--- src/rtl/ram_arb2_if.sv ---
`default_nettype none
// ============================================================================
// Module   : ram_arb2_if
// Brief    : Two-client / one-RAM bus bundle for the ram_arb2 arbiter.
// Revision : 1.0 - initial release
// ============================================================================
interface ram_arb2_if #(
  parameter int DWIDTH = 8,
  parameter int AWIDTH = 10
);
  logic              c0_wreq,   c1_wreq;
  logic [AWIDTH-1:0] c0_waddr,  c1_waddr;
  logic [DWIDTH-1:0] c0_wdata,  c1_wdata;
  logic              c0_wgnt,   c1_wgnt;
  logic              c0_rreq,   c1_rreq;
  logic [AWIDTH-1:0] c0_raddr,  c1_raddr;
  logic              c0_rgnt,   c1_rgnt;
  logic              c0_rvalid, c1_rvalid;
  logic [DWIDTH-1:0] c0_rdata,  c1_rdata;
  logic              ram_wen;
  logic [AWIDTH-1:0] ram_waddr;
  logic [DWIDTH-1:0] ram_din;
  logic [AWIDTH-1:0] ram_raddr;
  logic [DWIDTH-1:0] ram_dout;

  // Arbiter side
  modport slave (
    input  c0_wreq, c1_wreq, c0_waddr, c1_waddr, c0_wdata, c1_wdata,
    input  c0_rreq, c1_rreq, c0_raddr, c1_raddr, ram_dout,
    output c0_wgnt, c1_wgnt, c0_rgnt, c1_rgnt, c0_rvalid, c1_rvalid,
    output c0_rdata, c1_rdata, ram_wen, ram_waddr, ram_din, ram_raddr
  );

  // Clients plus RAM side
  modport master (
    output c0_wreq, c1_wreq, c0_waddr, c1_waddr, c0_wdata, c1_wdata,
    output c0_rreq, c1_rreq, c0_raddr, c1_raddr, ram_dout,
    input  c0_wgnt, c1_wgnt, c0_rgnt, c1_rgnt, c0_rvalid, c1_rvalid,
    input  c0_rdata, c1_rdata, ram_wen, ram_waddr, ram_din, ram_raddr
  );
endinterface
`default_nettype wire

--- src/rtl/ram_arb2.sv ---
`default_nettype none
// ============================================================================
// Module   : ram_arb2
// Brief    : Round-robin arbiter sharing one 1W/1R RAM between two clients.
// Revision : 1.0 - initial release
// ============================================================================
module ram_arb2 #(
  parameter int DWIDTH = 8,
  parameter int AWIDTH = 10
) (
  input  logic       clk,
  input  logic       rst,
  ram_arb2_if.slave  bus
);
  logic       r_wptr;
  logic       r_rptr;
  logic [1:0] r_rtag;

  logic              w_wgnt0, w_wgnt1, w_rgnt0, w_rgnt1;
  logic [AWIDTH-1:0] w_waddr, w_raddr;
  logic [DWIDTH-1:0] w_wdata;

  // Pointer names the preferred client only when both request; rst masks grants
  assign w_wgnt0 = !rst && bus.c0_wreq && (!bus.c1_wreq || !r_wptr);
  assign w_wgnt1 = !rst && bus.c1_wreq && (!bus.c0_wreq ||  r_wptr);
  assign w_rgnt0 = !rst && bus.c0_rreq && (!bus.c1_rreq || !r_rptr);
  assign w_rgnt1 = !rst && bus.c1_rreq && (!bus.c0_rreq ||  r_rptr);

  assign w_waddr = w_wgnt0 ? bus.c0_waddr : (w_wgnt1 ? bus.c1_waddr : '0);
  assign w_wdata = w_wgnt0 ? bus.c0_wdata : (w_wgnt1 ? bus.c1_wdata : '0);
  assign w_raddr = w_rgnt0 ? bus.c0_raddr : (w_rgnt1 ? bus.c1_raddr : '0);

  assign bus.c0_wgnt   = w_wgnt0;
  assign bus.c1_wgnt   = w_wgnt1;
  assign bus.c0_rgnt   = w_rgnt0;
  assign bus.c1_rgnt   = w_rgnt1;
  assign bus.ram_wen   = w_wgnt0 | w_wgnt1;
  assign bus.ram_waddr = w_waddr;
  assign bus.ram_din   = w_wdata;
  assign bus.ram_raddr = w_raddr;

  // RAM registers the address, so the one-hot tag lines up with ram_dout
  assign bus.c0_rvalid = r_rtag[0];
  assign bus.c1_rvalid = r_rtag[1];
  assign bus.c0_rdata  = bus.ram_dout;
  assign bus.c1_rdata  = bus.ram_dout;

  always_ff @(posedge clk or posedge rst) begin
    if (rst) begin
      r_wptr <= 1'b0;
      r_rptr <= 1'b0;
      r_rtag <= 2'b00;
    end else begin
      if (w_wgnt0)      r_wptr <= 1'b1;
      else if (w_wgnt1) r_wptr <= 1'b0;
      if (w_rgnt0)      r_rptr <= 1'b1;
      else if (w_rgnt1) r_rptr <= 1'b0;
      r_rtag <= {w_rgnt1, w_rgnt0};
    end
  end
endmodule
`default_nettype wire

--- src/flat_wrapper.sv ---
// flat-port wrapper written by rule: the top's interface ports become plain ports
module ram_arb2_flat 
#(
  parameter int DWIDTH = 8,
  parameter int AWIDTH = 10
)
  (clk, rst, bus_c0_wreq, bus_c1_wreq, bus_c0_waddr, bus_c1_waddr, bus_c0_wdata, bus_c1_wdata, bus_c0_rreq, bus_c1_rreq, bus_c0_raddr, bus_c1_raddr, bus_ram_dout, bus_c0_wgnt, bus_c1_wgnt, bus_c0_rgnt, bus_c1_rgnt, bus_c0_rvalid, bus_c1_rvalid, bus_c0_rdata, bus_c1_rdata, bus_ram_wen, bus_ram_waddr, bus_ram_din, bus_ram_raddr);
  ram_arb2_if #(.DWIDTH(DWIDTH), .AWIDTH(AWIDTH)) bus_i ();
  input  logic clk;
  input  logic rst;
  input wire logic [$bits(bus_i.c0_wreq)-1:0] bus_c0_wreq;
  input wire logic [$bits(bus_i.c1_wreq)-1:0] bus_c1_wreq;
  input wire logic [$bits(bus_i.c0_waddr)-1:0] bus_c0_waddr;
  input wire logic [$bits(bus_i.c1_waddr)-1:0] bus_c1_waddr;
  input wire logic [$bits(bus_i.c0_wdata)-1:0] bus_c0_wdata;
  input wire logic [$bits(bus_i.c1_wdata)-1:0] bus_c1_wdata;
  input wire logic [$bits(bus_i.c0_rreq)-1:0] bus_c0_rreq;
  input wire logic [$bits(bus_i.c1_rreq)-1:0] bus_c1_rreq;
  input wire logic [$bits(bus_i.c0_raddr)-1:0] bus_c0_raddr;
  input wire logic [$bits(bus_i.c1_raddr)-1:0] bus_c1_raddr;
  input wire logic [$bits(bus_i.ram_dout)-1:0] bus_ram_dout;
  output wire logic [$bits(bus_i.c0_wgnt)-1:0] bus_c0_wgnt;
  output wire logic [$bits(bus_i.c1_wgnt)-1:0] bus_c1_wgnt;
  output wire logic [$bits(bus_i.c0_rgnt)-1:0] bus_c0_rgnt;
  output wire logic [$bits(bus_i.c1_rgnt)-1:0] bus_c1_rgnt;
  output wire logic [$bits(bus_i.c0_rvalid)-1:0] bus_c0_rvalid;
  output wire logic [$bits(bus_i.c1_rvalid)-1:0] bus_c1_rvalid;
  output wire logic [$bits(bus_i.c0_rdata)-1:0] bus_c0_rdata;
  output wire logic [$bits(bus_i.c1_rdata)-1:0] bus_c1_rdata;
  output wire logic [$bits(bus_i.ram_wen)-1:0] bus_ram_wen;
  output wire logic [$bits(bus_i.ram_waddr)-1:0] bus_ram_waddr;
  output wire logic [$bits(bus_i.ram_din)-1:0] bus_ram_din;
  output wire logic [$bits(bus_i.ram_raddr)-1:0] bus_ram_raddr;
  assign bus_i.c0_wreq = bus_c0_wreq;
  assign bus_i.c1_wreq = bus_c1_wreq;
  assign bus_i.c0_waddr = bus_c0_waddr;
  assign bus_i.c1_waddr = bus_c1_waddr;
  assign bus_i.c0_wdata = bus_c0_wdata;
  assign bus_i.c1_wdata = bus_c1_wdata;
  assign bus_i.c0_rreq = bus_c0_rreq;
  assign bus_i.c1_rreq = bus_c1_rreq;
  assign bus_i.c0_raddr = bus_c0_raddr;
  assign bus_i.c1_raddr = bus_c1_raddr;
  assign bus_i.ram_dout = bus_ram_dout;
  assign bus_c0_wgnt = bus_i.c0_wgnt;
  assign bus_c1_wgnt = bus_i.c1_wgnt;
  assign bus_c0_rgnt = bus_i.c0_rgnt;
  assign bus_c1_rgnt = bus_i.c1_rgnt;
  assign bus_c0_rvalid = bus_i.c0_rvalid;
  assign bus_c1_rvalid = bus_i.c1_rvalid;
  assign bus_c0_rdata = bus_i.c0_rdata;
  assign bus_c1_rdata = bus_i.c1_rdata;
  assign bus_ram_wen = bus_i.ram_wen;
  assign bus_ram_waddr = bus_i.ram_waddr;
  assign bus_ram_din = bus_i.ram_din;
  assign bus_ram_raddr = bus_i.ram_raddr;
  ram_arb2 #(.DWIDTH(DWIDTH), .AWIDTH(AWIDTH)) u_core (.clk(clk), .rst(rst), .bus(bus_i));
endmodule
--- config.mk ---
export PLATFORM = sky130hd
export DESIGN_NAME = ram_arb2_flat
export DESIGN_NICKNAME = d
export VERILOG_FILES = /design/src/rtl/ram_arb2_if.sv /design/src/rtl/ram_arb2.sv /design/src/flat_wrapper.sv
export SDC_FILE = /design/constraint.sdc
export NUM_CORES = 1
export LEC_CHECK = 0
export ABC_AREA = 1
export BUFFER_PORTS_ARGS = -buffer_cell sky130_fd_sc_hd__buf_2
export CAP_MARGIN = 10
export CORE_ASPECT_RATIO = 1.2
export CORE_MARGIN = 2
export CORE_UTILIZATION = 30
export DETAILED_ROUTE_END_ITERATION = 7
export GPL_ROUTABILITY_DRIVEN = 0
export PLACE_DENSITY = 0.89
export SLEW_MARGIN = 20
export SYNTH_ARGS = -nofsm -noshare
export SYNTH_HDL_FRONTEND = slang
export SYNTH_SLANG_ARGS = --single-unit
--- constraint.sdc ---
create_clock -name clk -period 1.7 [get_ports clk]
set_clock_uncertainty 0.05 [all_clocks]
set_input_delay 0.255 -clock clk [delete_from_list [all_inputs] [get_ports clk]]
set_output_delay 0.255 -clock clk [all_outputs]
set_load 0.05 [all_outputs]
==> qor.yml, run 1 <==
outcome: "finished, final reports clean"
cp_cell_sequence: "inv_1 > nand2_4 > nand3_1 > nand2_1 > buf_2"
hold_slack_ns: 0.009059
antenna_found_initial: 0
grt_pass1_vias: 1030
final.min_clock_period_ns: 1.653
fp.dieW_microns: 51.71
synth_top_cell_by_area: "nand4_1"
crit_path_max_incr_delay_ns: 0.39
cts-buffers-inserted: 3
dr.first_iter.drc_count: 28
dp_cells: 245
relSlewSlack: 0.7244
clk_latency_ns: 0.23
area_delta_synth_final_pct: 55.72
synthCells: 139
placed_area_sq_um: 1205
dp_hpwl_mm: 2.283
dr.pass1.iters: 4
synth_area_leaders: "nand4_1 21%, nand3_1 18%, buf_4 16%"
r2r_cells: 3
grt_pass1_wl_mm: 4.098
crit_buf_inv: 2
htree_levels: 1
rows: 20
cts_tree: "yes"
drv_slew: 0
startpoint_type: "flip-flop"
crit_arrival_ns: 1.35
ios: 121
worst_path_max_delay_cell: "dfrtp_1"
period_share: 0.9725
r2r-end: "u_core.r_rtag[1]"
postLayoutSetupSlackWorst_ns: 0.04679
rr_startpoint: "u_core.r_rptr"
pre_cts_slack_ns: 0.1604
async_reset_ff_frac: 1.000
yosysSeqAreaShare: 0.1221
grt_use_total: 0.1633
port_buffers: 96
gr-total-overflow: 0
ys_warn_count: 0
grt_max_degree: 23
synth_edf_count: 0
worstSetupPathType: "flip-flop to primary output"
total_power_mw: 0.7452
nets: 288
max_cap_violations: 0
postCtsSetupBuffers: 0
hp-class: "input pin to async pin"
ff2ff_setup_slack_ns: 0.72
design_area_sq_um: 1276
vias_per_cell: 5.133
synth_nets: 209
fp.coreArea_sq_um: 2577
antenna_left: 0
max_freq_mhz: 604.9
final-setup-viol-count: 0
hold_violations: 0
synth-main-ff-cell: "dfrtp_1"
power_leakage_nw: 0.8276
holdBufCountCts: 0
ys_top_cells_by_count: "34 x nand2_1, 30 x nand3_1, 28 x nand4_1"
antenna_cells: 0
p_per_area_nw_per_um2: 583.9
drive_above_1_share: 0.5231
die_h_microns: 61.26
cts_max_path_buffers: 2
ys_types: 17
die_area_sq_um: 3168
synth_area_sq_um: 819.5
worst-path-max-fanout: 9
netlist.area_leader.share: 0.2137
worstSetupEndpointType: "primary output"
synth_most_common_cell: "nand2_1"
tritoncts_num_sinks: 4
stdcell_count: 249
peakVddDrop_mv: 0.3479
crit_required_ns: 1.39
clkTransAtPathRegs_ns: 0.04
setup_tns_ns: 0
utilization: 0.4951
critPathTopFamily: "buffers and inverters"
wl_mm: 2.887
tightestPinTransition_ns: 0.4124
drc: 0
synth-seq-cells: 4
initial_core_util: 0.3180
syn_area_per_cell_sq_um: 5.896
cts_root_buf: "clkbuf_4"
wl_per_cell_microns: 11.59
vias: 1278
-- registers in the layout, summed over array words and instances, names as in the netlist --
signal	cells
u_core.r_rptr	1
u_core.r_wptr	1
u_core.r_rtag	2
-- worst max path at each step --
stage | start | endpoint | slack (ns) | cells after the start
after floorplan | bus_c0_wreq | bus_c1_wgnt | 0.19 | 2
after global placement | bus_c1_wreq | bus_ram_waddr[5] | 0.17 | 6
after detailed placement | bus_c1_wreq | bus_ram_waddr[5] | 0.16 | 6
after CTS | u_core.r_rptr | bus_ram_raddr[9] | 0.02 | 5
after global routing | u_core.r_wptr | bus_ram_din[7] | -0.01 | 5
final | u_core.r_wptr | bus_ram_din[2] | 0.05 | 5
-- layout make-up --
cell class / count / area [sq um]
Fill cell: 282 / 1301
Inverter: 7 / 26.28
Sequential cell: 4 / 100.1
Clock buffer: 3 / 22.52
Multi-Input combinational cell: 101 / 533.0
Timing Repair Buffer: 101 / 553.0
Tap cell: 33 / 41.29
-- layout by cell type, fill, tap and decap left out, types with 3 or more instances in the layout --
master and n:
buf_2 87, nand2_1 32, nand3_1 30, nand4_1 28, clkbuf_4 12, inv_1 5, buf_4 4, dfrtp_1 4
nand2_4 3
-- worst register-to-register path: stages, from the launching register on --
cell	delay [ns]
dfrtp_1	0.39
inv_1	0.09
nand2_2	0.14
and2_1	0.20
-- repair_timing --
item / in CTS / in global routing
cloned: 0 / 1
pin swaps: 0 / 1
setup endpoints to repair: 15 / 29
resized for setup: 3 / 11
-- metal layers --
metal,track usage,up-vias,routed length (microns)
met5,0,-,0
met2,0.3168,83,1524
met4,0.06767,0,33
met3,0.01699,7,298
met1,0.1805,555,1030
li1,-,633,-
-- logic make-up after synthesis --
| logic type | after synthesis | share of synthesized area |
|---|---|---|
| AOI/OAI and AO/OA | 2 | 0.01220 |
| and+or+nand+nor | 98 | 0.6061 |
| buffers and inverters | 35 | 0.2595 |
| DFF | 4 | 0.1221 |
-- power breakdown --
group / leakage [nW] / total, mW / switching, mW / internal (mW)
clock: 0.0138 / 0.113 / 0.0347 / 0.0787
combinational: 0.763 / 0.519 / 0.370 / 0.149
sequential: 0.0504 / 0.112 / 0.00708 / 0.105
total: 0.828 / 0.745 / 0.412 / 0.333
Power figures use the tool's default switching activity.
==> inputs of run 2 (changes only) <==
--- a/config.mk
+++ b/config.mk
@@ -14,6 +14,7 @@
 export DETAILED_ROUTE_END_ITERATION = 7
 export GPL_ROUTABILITY_DRIVEN = 0
 export PLACE_DENSITY = 0.89
+export REMOVE_ABC_BUFFERS = 1
 export SLEW_MARGIN = 20
 export SYNTH_ARGS = -nofsm -noshare
 export SYNTH_HDL_FRONTEND = slang
==> run 2 against run 1 <==
Total power down 0.55%. Critical path depth stayed put. Setup slack improved by 0.024 ns. Clock-buffer cell count unchanged. Register-to-register slack got worse by 0.02 ns. Routed wire length rose by 7.1%. Fmax grew 1.5%. Combinational power decreased by 0.8%. Critical path type unchanged. Highest routed layer is now met3.
==> qor.yml, run 2 (synthesis results as in run 1) <==
worstSetupEndpointType: "primary output"
multi_input_area_sq_um: 533.0  # unchanged
htree_levels: 1  # unchanged
pre_cts_slack_ns: 0.1902  # +0.02980 ns
outcome: "finished, final reports clean"
cts_max_path_buffers: 2  # unchanged
largest-register: "u_core.r_rtag"
area_delta_synth_final_pct: 53.28
antenna_found_initial: 0  # unchanged
grt_pass1_wl_mm: 4.181  # +2.0%
crit_required_ns: 1.39  # about the same
worst_path_max_delay_cell: "dfrtp_1"
cts-buffers-inserted: 3  # unchanged
crit_path_max_incr_delay_ns: 0.42  # +0.03 ns
grt_max_degree: 37  # +61%
total_power_mw: 0.7412  # -0.55%
postCtsSetupBuffers: 0  # unchanged
vias_per_cell: 5.157  # +0.48%
vias: 1279  # +0.078%
rr_startpoint: "u_core.r_rptr"
relSlewSlack: 0.7314  # +0.007006
die_h_microns: 61.26  # unchanged
clk_latency_ns: 0.23  # about the same
drv_slew: 0  # unchanged
port_buffers: 96  # unchanged
dp_cells: 244  # -0.41%
antenna_cells: 0  # unchanged
wl_mm: 3.093  # +7.1%
critPathTopFamily: "flip-flops"
crit_buf_inv: 2  # unchanged
peakVddDrop_mv: 0.3808  # +9.5%
largest_reg_flops: 2  # unchanged
dr.first_iter.drc_count: 42  # +50%
die_area_sq_um: 3168  # unchanged
power_leakage_nw: 0.8231  # -0.54%
tightestPinTransition_ns: 0.4019  # -0.01048 ns
cp_cell_sequence: "inv_2 > nand2_4 > nand3_1 > nand2_1 > buf_2"
nets: 287  # -0.35%
dp_hpwl_mm: 2.256  # -1.2%
fp.coreArea_sq_um: 2577  # unchanged
p_per_area_nw_per_um2: 590.0  # +1.0%
worst-path-max-fanout: 9  # unchanged
fp.dieW_microns: 51.71  # unchanged
hp-class: "input pin to async pin"
design_area_sq_um: 1256  # -1.6%
clkTransAtPathRegs_ns: 0.04  # about the same
dr.pass1.iters: 4  # unchanged
stdcell_count: 248  # -0.40%
drc: 0  # unchanged
startpoint_type: "flip-flop"
reg_top3: "u_core.r_rtag x2, u_core.r_rptr x1, u_core.r_wptr x1"
tritoncts_num_sinks: 4  # unchanged
final.min_clock_period_ns: 1.629  # -0.02390 ns
gr-total-overflow: 0  # unchanged
postLayoutSetupSlackWorst_ns: 0.07068  # +0.02390 ns
initial_core_util: 0.3180  # unchanged
hold_violations: 0  # unchanged
rsz0062_at_grt: "no"
placed_area_sq_um: 1197  # -0.62%
grt_use_total: 0.1701  # +0.006806
final_cell_mix: "92 x buf_2, 32 x nand2_1, 30 x nand3_1"
cts_root_buf: "clkbuf_4"
max_freq_mhz: 613.8  # +1.5%
final-setup-viol-count: 0  # unchanged
worstSetupPathType: "flip-flop to primary output"
rows: 20  # unchanged
final_common_cell: "buf_2"
grt_pass1_vias: 985  # -4.4%
antenna_left: 0  # unchanged
max_cap_violations: 0  # unchanged
fillers: 283  # +0.35%
drive_above_1_share: 0.5256  # +0.002433
period_share: 0.9584  # -0.01406
crit_arrival_ns: 1.32  # -0.03 ns
regArea_sq_um: 100.1  # unchanged
cts_tree: "yes"
wl_per_cell_microns: 12.47  # +7.6%
ios: 121  # unchanged
cp-startpoint: "u_core.r_wptr"
## run 2: cell types whose count changed in the layout (fill, tap and decap cells not counted), sizes merged
cell and delta:
clkbuf -5, buf +4
## run 2: path summary, 6_finish.rpt
kind                                         end  slack, ns  depth (start not counted)
worst max register to register  u_core.r_rtag[1]       0.70                          3
max in group asynchronous       u_core.r_rtag[1]       1.43                          3
worst min-delay path               u_core.r_wptr       0.02                          3
min in group clk                   u_core.r_wptr       0.36                          3
worst max-delay path            bus_ram_waddr[9]       0.07                          5
worst min register to register     u_core.r_rptr       0.55                          2
## run 2: metal layers
| layer | track usage | part of all wire | wire (microns) |
|---|---|---|---|
| met1 | 0.1677 | 0.38 | 1179 |
| met2 | 0.3077 | 0.49 | 1508 |
| met3 | 0.08252 | 0.13 | 405 |
| met4 | 0.06767 | 0 | 0 |
| met5 | 0 | 0 | 0 |
## run 2: power by group
| group | internal, mW | switching [mW] | leakage, nW |
|---|---|---|---|
| Combinational | 0.144 | 0.371 | 0.759 |
| Clock | 0.0786 | 0.0346 | 0.0138 |
| Sequential | 0.105 | 0.00795 | 0.0504 |
| Total | 0.328 | 0.413 | 0.823 |
## run 2: what timing repair did
item / in CTS / in global routing
gates resized for setup: 2 / 8
endpoints found under the setup margin: 17 / 30
cloned: 0 / 1
hold buffers: 0 / 0
## run 2: area by class of cell
class	count	area share
clock buffer	3	0.01793
inverter	7	0.02092
multi-input combinational	101	0.4243
sequential	4	0.07968
tap	33	0.03287
timing repair buffer	100	0.4243
## run 2: worst register-to-register path, stage by stage, from the launching register on
cell and delay, ns:
dfrtp_1 0.38, inv_1 0.09, nand2_2 0.14, and2_1 0.22
## run 2: stage by stage
step	util	TNS, ns	hold WS (ns)
6_report	0.4874	0	0.01605
5_1_grt	0.4874	0	0.01660
4_1_cts	0.4772	0	0.006192
3_5_place_dp	0.4646	0	0.2601
3_3_place_gp	0.4646	0	0.2545
2_1_floorplan	-	-0.1052	0.09416
